--- src/rtl/mov_fsm.sv ---
// MOV sequencer: IDLE/DECODE/XFER/PCINC/DONE loop; 5 cycles per MOV, 4 per non-MOV, Moore outputs.
// Free-running, with no backpressure: the instruction word is sampled on the IDLE->DECODE edge.
module mov_fsm (
  input  logic        clk,
  input  logic        rst,
  input  logic [15:0] fullBitNum,
  output logic        PC_inc,
  output logic        done,
  output logic        G0_in,
  output logic        G1_in,
  output logic        G2_in,
  output logic        G3_in,
  output logic        G0_out,
  output logic        G1_out,
  output logic        G2_out,
  output logic        G3_out,
  output logic        P0_in,
  output logic        P0_out
);

  typedef enum logic [2:0] {
    IDLE   = 3'd0,
    DECODE = 3'd1,
    XFER   = 3'd2,
    PCINC  = 3'd3,
    DONE   = 3'd4
  } state_t;

  localparam logic [3:0] OP_MOV = 4'b0110;

  state_t      state;
  state_t      state_nxt;
  logic [15:0] instr;
  logic [4:0]  src_sel;
  logic [4:0]  dst_sel;

  // One-hot register select {P0, G3, G2, G1, G0}; codes 5..F select nothing.
  function automatic logic [4:0] reg_decode(input logic [3:0] code);
    logic [4:0] sel;
    sel = 5'b0;
    if (code <= 4'h4) begin
      sel[code[2:0]] = 1'b1;
    end
    return sel;
  endfunction

  always_ff @(posedge clk or negedge rst) begin
    if (!rst) begin
      state <= IDLE;
      instr <= 16'h0000;
    end else begin
      state <= state_nxt;
      if (state == IDLE) begin
        instr <= fullBitNum;
      end
    end
  end

  always_comb begin
    state_nxt = IDLE;
    case (state)
      IDLE:    state_nxt = DECODE;
      DECODE:  state_nxt = (instr[15:12] == OP_MOV) ? XFER : PCINC;
      XFER:    state_nxt = PCINC;
      PCINC:   state_nxt = DONE;
      DONE:    state_nxt = IDLE;
      default: state_nxt = IDLE;
    endcase
  end

  assign src_sel = reg_decode(instr[3:0]);
  assign dst_sel = reg_decode(instr[11:8]);

  always_comb begin
    PC_inc = 1'b0;
    done   = 1'b0;
    G0_in  = 1'b0;
    G1_in  = 1'b0;
    G2_in  = 1'b0;
    G3_in  = 1'b0;
    P0_in  = 1'b0;
    G0_out = 1'b0;
    G1_out = 1'b0;
    G2_out = 1'b0;
    G3_out = 1'b0;
    P0_out = 1'b0;
    case (state)
      XFER: begin
        {P0_in, G3_in, G2_in, G1_in, G0_in}      = dst_sel;
        {P0_out, G3_out, G2_out, G1_out, G0_out} = src_sel;
      end
      PCINC:   PC_inc = 1'b1;
      DONE:    done   = 1'b1;
      default: ;
    endcase
  end

endmodule

--- config.mk ---
export PLATFORM = sky130hd
export DESIGN_NAME = mov_fsm
export DESIGN_NICKNAME = d
export VERILOG_FILES = /design/src/rtl/mov_fsm.sv
export SDC_FILE = /design/constraint.sdc
export NUM_CORES = 1
export LEC_CHECK = 0
export BUFFER_PORTS_ARGS = -buffer_cell sky130_fd_sc_hd__buf_4
export CORE_ASPECT_RATIO = 0.8
export CORE_MARGIN = 2
export CORE_UTILIZATION = 30
export CTS_CLUSTER_SIZE = 25
export DETAILED_ROUTE_END_ITERATION = 12
export SLEW_MARGIN = 10
export SYNTH_ARGS = -nofsm -noshare
export SYNTH_HDL_FRONTEND = slang
export SYNTH_SLANG_ARGS = --single-unit
--- constraint.sdc ---
create_clock -name clk -period 2.2 [get_ports clk]
set_clock_uncertainty 0.15 [all_clocks]
set_input_delay 0.44 -clock clk [delete_from_list [all_inputs] [get_ports clk]]
set_output_delay 0.44 -clock clk [all_outputs]
set_load 0.03 [all_outputs]
==> impl_metrics.json, run 1 <==
{
  "outcome": "finished, violations left",
  "violations": "setup timing",
  "rsz0062_at_grt": "yes",
  "initial_core_util_pct": 32.4,
  "dr_total_vias": 562,
  "slowest_stage": "or4b_4",
  "synth_top_area_share_pct": 52.8,
  "clock_latency_ns": 0.29,
  "finalCritPeriodShare_pct": 107,
  "worstPathArrival_ns": 1.77,
  "total_power_uw": 1420,
  "post-place-ws_ns": 0.0917,
  "synth_area_per_cell_um2": 13.4,
  "cp.required_ns": 1.61,
  "max_stage_delay_ns": 0.60,
  "finalCriticalPeriod_ns": 2.36,
  "grt_max_degree": 16,
  "htreeDepth": 1,
  "yosysWarnings": 0,
  "worstSetupStartpointType": "register",
  "cap_violations": 0,
  "power_density_nw_per_um2": 1260,
  "synth_seq_cells": 15,
  "worst_pin_slew_ns": 0.331,
  "vdd.ir_drop.worst_v": 0.000678,
  "die_h_um": 47.5,
  "dp_hpwl_um": 1080,
  "area_delta_synth_final_pct": 58.1,
  "cts_max_path_buffers": 2,
  "crit_family": "simple AND/OR/NAND/NOR gates",
  "drive_gt1_share_pct": 70.8,
  "std_cell_rows": 15,
  "setup_tns_ns": -1.17,
  "chipWidth_um": 58.4,
  "io_buffers": 25,
  "slew_headroom_pct": 78.0,
  "wl_per_cell_um": 13.2,
  "syn_area_um2": 711,
  "synth.distinct_cells": 16,
  "mostFrequentLayoutCell": "buf_4",
  "drv_slew": 0,
  "grt_pass1_vias": 531,
  "dieArea_um2": 2780,
  "drt_iter0_markers": 1,
  "path_clk_slew_ns": 0.09,
  "min_path_type": "in -> reg",
  "root_buffer": "clkbuf_4",
  "grt_use_total_pct": 12.6,
  "antenna_found_initial": 0,
  "layout_common_cells": "buf_4 (30), dfrtp_1 (14), mux2_2 (12)",
  "ant_nets": 0,
  "finalWorstSetupSlack_ns": -0.162,
  "routed_wl_um": 1510,
  "route.detailed.drc": 0,
  "cts_buffers": 3,
  "cp_max_fo": 5,
  "cts_sinks": 15,
  "synth_top_cell_by_area": "dfrtp_1",
  "finalSetupViolCount": 10,
  "crit_type": "reg -> out",
  "antennaDiodeCount": 0,
  "finish.net_count": 108,
  "hold_viol_final": 0,
  "drtPass1Iterations": 2,
  "routabilityCongestion": 0.636,
  "gr-total-overflow": 0,
  "synth_nets": 71,
  "core_um2": 2200,
  "grt_pass1_wl_um": 2480,
  "path_cells": "or4b_4 -> nor4b_4 -> buf_6",
  "cts_tree": "done",
  "io-pin-count": 30,
  "synthCells": 53,
  "critPathBufInv": 1,
  "critPathCaptureType": "primary output",
  "vias_per_cell": 4.93,
  "yosys-top-cells-area": "dfrtp_1 (53%), mux2_2 (19%), nor4b_1 (4.9%), nor4b_2 (4.2%), or4b_4 (3.9%)",
  "leakage_uw": 0.000491,
  "yosysSeqAreaShare_pct": 52.8,
  "fmax_mhz": 423
}
## registers in the layout, summed over array words and instances, names as in the netlist
register  cells
instr        12
state         3
## worst paths after layout
| path | slack [ns] | depth (start not counted) | to | startpoint |
|---|---|---|---|---|
| max | -0.16 | 3 | P0_out | state[2] |
| min | 0.23 | 2 | instr[10] | fullBitNum[10] |
| max reg2reg | 0.42 | 5 | instr[2] | state[0] |
| min reg2reg | 0.36 | 1 | instr[13] | instr[13] |
| max in group asynchronous | 1.34 | 2 | state[2] | rst |
| min in group asynchronous | 0.38 | 2 | instr[10] | rst |
## cells by family (layout without fill, tap and decap cells)
group | after synthesis | in the layout | synth area share, %
and+or+nand+nor | 22 | 22 | 23.4
DFF | 15 | 15 | 52.8
muxes | 12 | 12 | 19.0
buffers and inverters | 2 | 38 | 2.64
AOI/OAI and AO/OA | 1 | 1 | 0.881
xor gates and xnor gates | 1 | 1 | 1.23
## where the power goes
part	switching, uW	total [uW]	internal [uW]
registers	218	635	417
clock network	93.3	162	69.2
logic	240	618	378
total	551	1420	865
## final cells by class
type                       count  area, um^2
fill                         197        1070
clock buffer                   3        22.5
multi-input combinational     36         417
clock inverter                 1        7.51
sequential                    15         377
tap                           25        31.3
timing repair buffer          34         269
## timing repair
action	4_1_cts	5_1_grt
gates resized for setup	2	5
endpoints found under the setup margin	10	10
buffers inserted	1	2
hold endpoints to repair	15	0
hold buffers	1	0
pin swaps	5	1
## cell usage after synthesis (all sizes together)
cell and instances:
nor4b 6, xnor2 1, buf 2, nor4 2, or4b 2, nand2 3, nor3b 1, nor2 3
mux2 12, nor3 3, o22ai 1, dfrtp 15, or2 1, nor4bb 1
## through the flow
stage                     area, um^2  instances  util, %  hold WS [ns]
after floorplan                  785         53        -      -0.00559
after global placement          1020        106     46.6         0.154
after detailed placement        1020        106     46.6         0.154
after CTS                       1080        112     49.2         0.215
after global routing            1120        114     51.2         0.205
final                           1120        114     51.2         0.227
## metal layers
| layer | part of all wire, % | track usage (%) | vias to the layer above |
|---|---|---|---|
| li1 | - | - | 272 |
| met1 | 48 | 17.6 | 278 |
| met2 | 46 | 18.0 | 12 |
| met3 | 5.9 | 5.68 | 0 |
| met4 | 0 | 2.79 | 0 |
| met5 | 0 | 0 | - |
## worst register-to-register path, stage by stage (launching register included)
cell and delay [ns]:
dfrtp_1 0.41, buf_4 0.14, buf_4 0.14, nor3_1 0.26, buf_4 0.23, mux2_2 0.34
Power figures use the tool's default switching activity.
==> run 2: changes to the inputs <==
- PLACE_DENSITY: not set -> 0.57
==> impl_metrics.json, run 2 (synthesized netlist as in run 1, its figures left out) <==
{
  "gr-total-overflow": 0,
  "total_power_uw": 1320,
  "cts_buffers": 3,
  "cp_max_fo": 5,
  "cts_sinks": 15,
  "power_density_nw_per_um2": 1240,
  "leakage_uw": 0.000461,
  "finish.net_count": 105,
  "worst_pin_slew_ns": 0.300,
  "cts_max_path_buffers": 2,
  "vias_per_cell": 4.97,
  "grt_max_degree": 16,
  "largest_register_ffs": 12,
  "rsz0062_at_grt": "yes",
  "reg_top3": "instr (12), state (3)",
  "wl_per_cell_um": 12.5,
  "finalWorstSetupSlack_ns": -0.129,
  "post-place-ws_ns": 0.0941,
  "dr_total_vias": 552,
  "finalNonFillerCells": 111,
  "seq_area_um2": 377,
  "final_core_util_pct": 48.7,
  "grt_pass1_vias": 478,
  "layout_common_cells": "buf_4 (28), dfrtp_1 (14), mux2_2 (12)",
  "io-pin-count": 30,
  "drv_slew": 0,
  "routed_wl_um": 1380,
  "area_delta_synth_final_pct": 50.4,
  "whs_ns": 0.229,
  "drt_iter0_markers": 2,
  "mostFrequentLayoutCell": "buf_4",
  "multiInputGateArea_um2": 390,
  "regMostFlops": "instr",
  "antenna_found_initial": 0,
  "cp.required_ns": 1.61,
  "crit_type": "reg -> out",
  "cts_tree": "done",
  "worstPathArrival_ns": 1.74,
  "antennaDiodeCount": 0,
  "die_h_um": 47.5,
  "drive_gt1_share_pct": 69.8,
  "cap_violations": 0,
  "worstSetupStartpointType": "register",
  "io_buffers": 25,
  "outcome": "finished, violations left",
  "finalSetupViolCount": 9,
  "chipWidth_um": 58.4,
  "ant_nets": 0,
  "fillers": 193,
  "violations": "setup timing",
  "finalCriticalPeriod_ns": 2.33,
  "dp_hpwl_um": 1030,
  "min_path_type": "in -> reg",
  "routabilityCongestion": 0.659,
  "initial_core_util_pct": 32.4,
  "hold_viol_final": 0,
  "slew_headroom_pct": 79.7,
  "critPathCaptureType": "primary output",
  "route.detailed.drc": 0,
  "drtPass1Iterations": 2,
  "path_clk_slew_ns": 0.09,
  "std_cell_rows": 15,
  "finalCritPeriodShare_pct": 106,
  "fmax_mhz": 429,
  "grt_pass1_wl_um": 2070,
  "grt_use_total_pct": 10.6,
  "clock_latency_ns": 0.28,
  "htreeDepth": 1,
  "place_inst": 103,
  "vdd.ir_drop.worst_v": 0.000573,
  "root_buffer": "clkbuf_4",
  "core_um2": 2200,
  "dieArea_um2": 2780
}
==> run 2: changes by cell type in the layout (fill, tap and decap cells not counted) <==
cell	previous run	this run
buf_6	3	2
buf_4	30	28
clkinv_2	0	1
nor4b_4	6	3
clkinvlp_4	1	0
nor4b_2	0	3
==> run 2: worst paths after layout <==
check | from | end | slack (ns) | depth (start not counted)
hold reg to reg | instr[14] | instr[14] | 0.36 | 1
max in group asynchronous | rst | state[2] | 1.32 | 2
setup / recovery | state[0] | G2_in | -0.13 | 3
min in group asynchronous | rst | instr[1] | 0.38 | 2
setup reg to reg | state[0] | instr[9] | 0.63 | 4
hold / removal | fullBitNum[13] | instr[13] | 0.23 | 2
==> run 2: what timing repair did <==
item,CTS,global route
setup endpoints to repair,10,10
hold buffers,1,0
hold endpoints to repair,15,0
pin swaps,5,1
buffers inserted,3,0
gates resized for setup,2,1
==> run 2: cell type report <==
class | count | share of cell area (%)
Sequential cell | 15 | 35.2
Clock inverter | 1 | 0.468
Clock buffer | 3 | 2.11
Multi-Input combinational cell | 36 | 36.5
Tap cell | 25 | 2.93
Timing Repair Buffer | 31 | 22.7
==> run 2: metal layers <==
layer / routed length, um / track usage (%) / up-vias
met5: 0 / 0 / -
met4: 10 / 5.58 / 0
met3: 72 / 5.14 / 2
met2: 674 / 15.3 / 13
met1: 624 / 13.4 / 272
li1: - / - / 265
==> run 2: metrics by stage <==
step           TNS [ns]  area (um^2)
6_report         -0.791         1070
5_1_grt           -1.51         1070
3_3_place_gp          0         1000
4_1_cts           -1.00         1060
2_1_floorplan    -0.245          785
3_5_place_dp          0         1000
==> run 2: power by group <==
part	total, uW	switching [uW]	internal (uW)	leakage [uW]
clock network	156	88.2	67.5	0.0000177
registers	618	200	418	0.000175
logic	546	212	334	0.000269
total	1320	500	819	0.000461
==> run 2: critical path, stage by stage (launching register included) <==
cell     delay (ns)
dfrtp_1        0.41
or4b_4         0.62
nor4b_2        0.24
buf_4          0.20
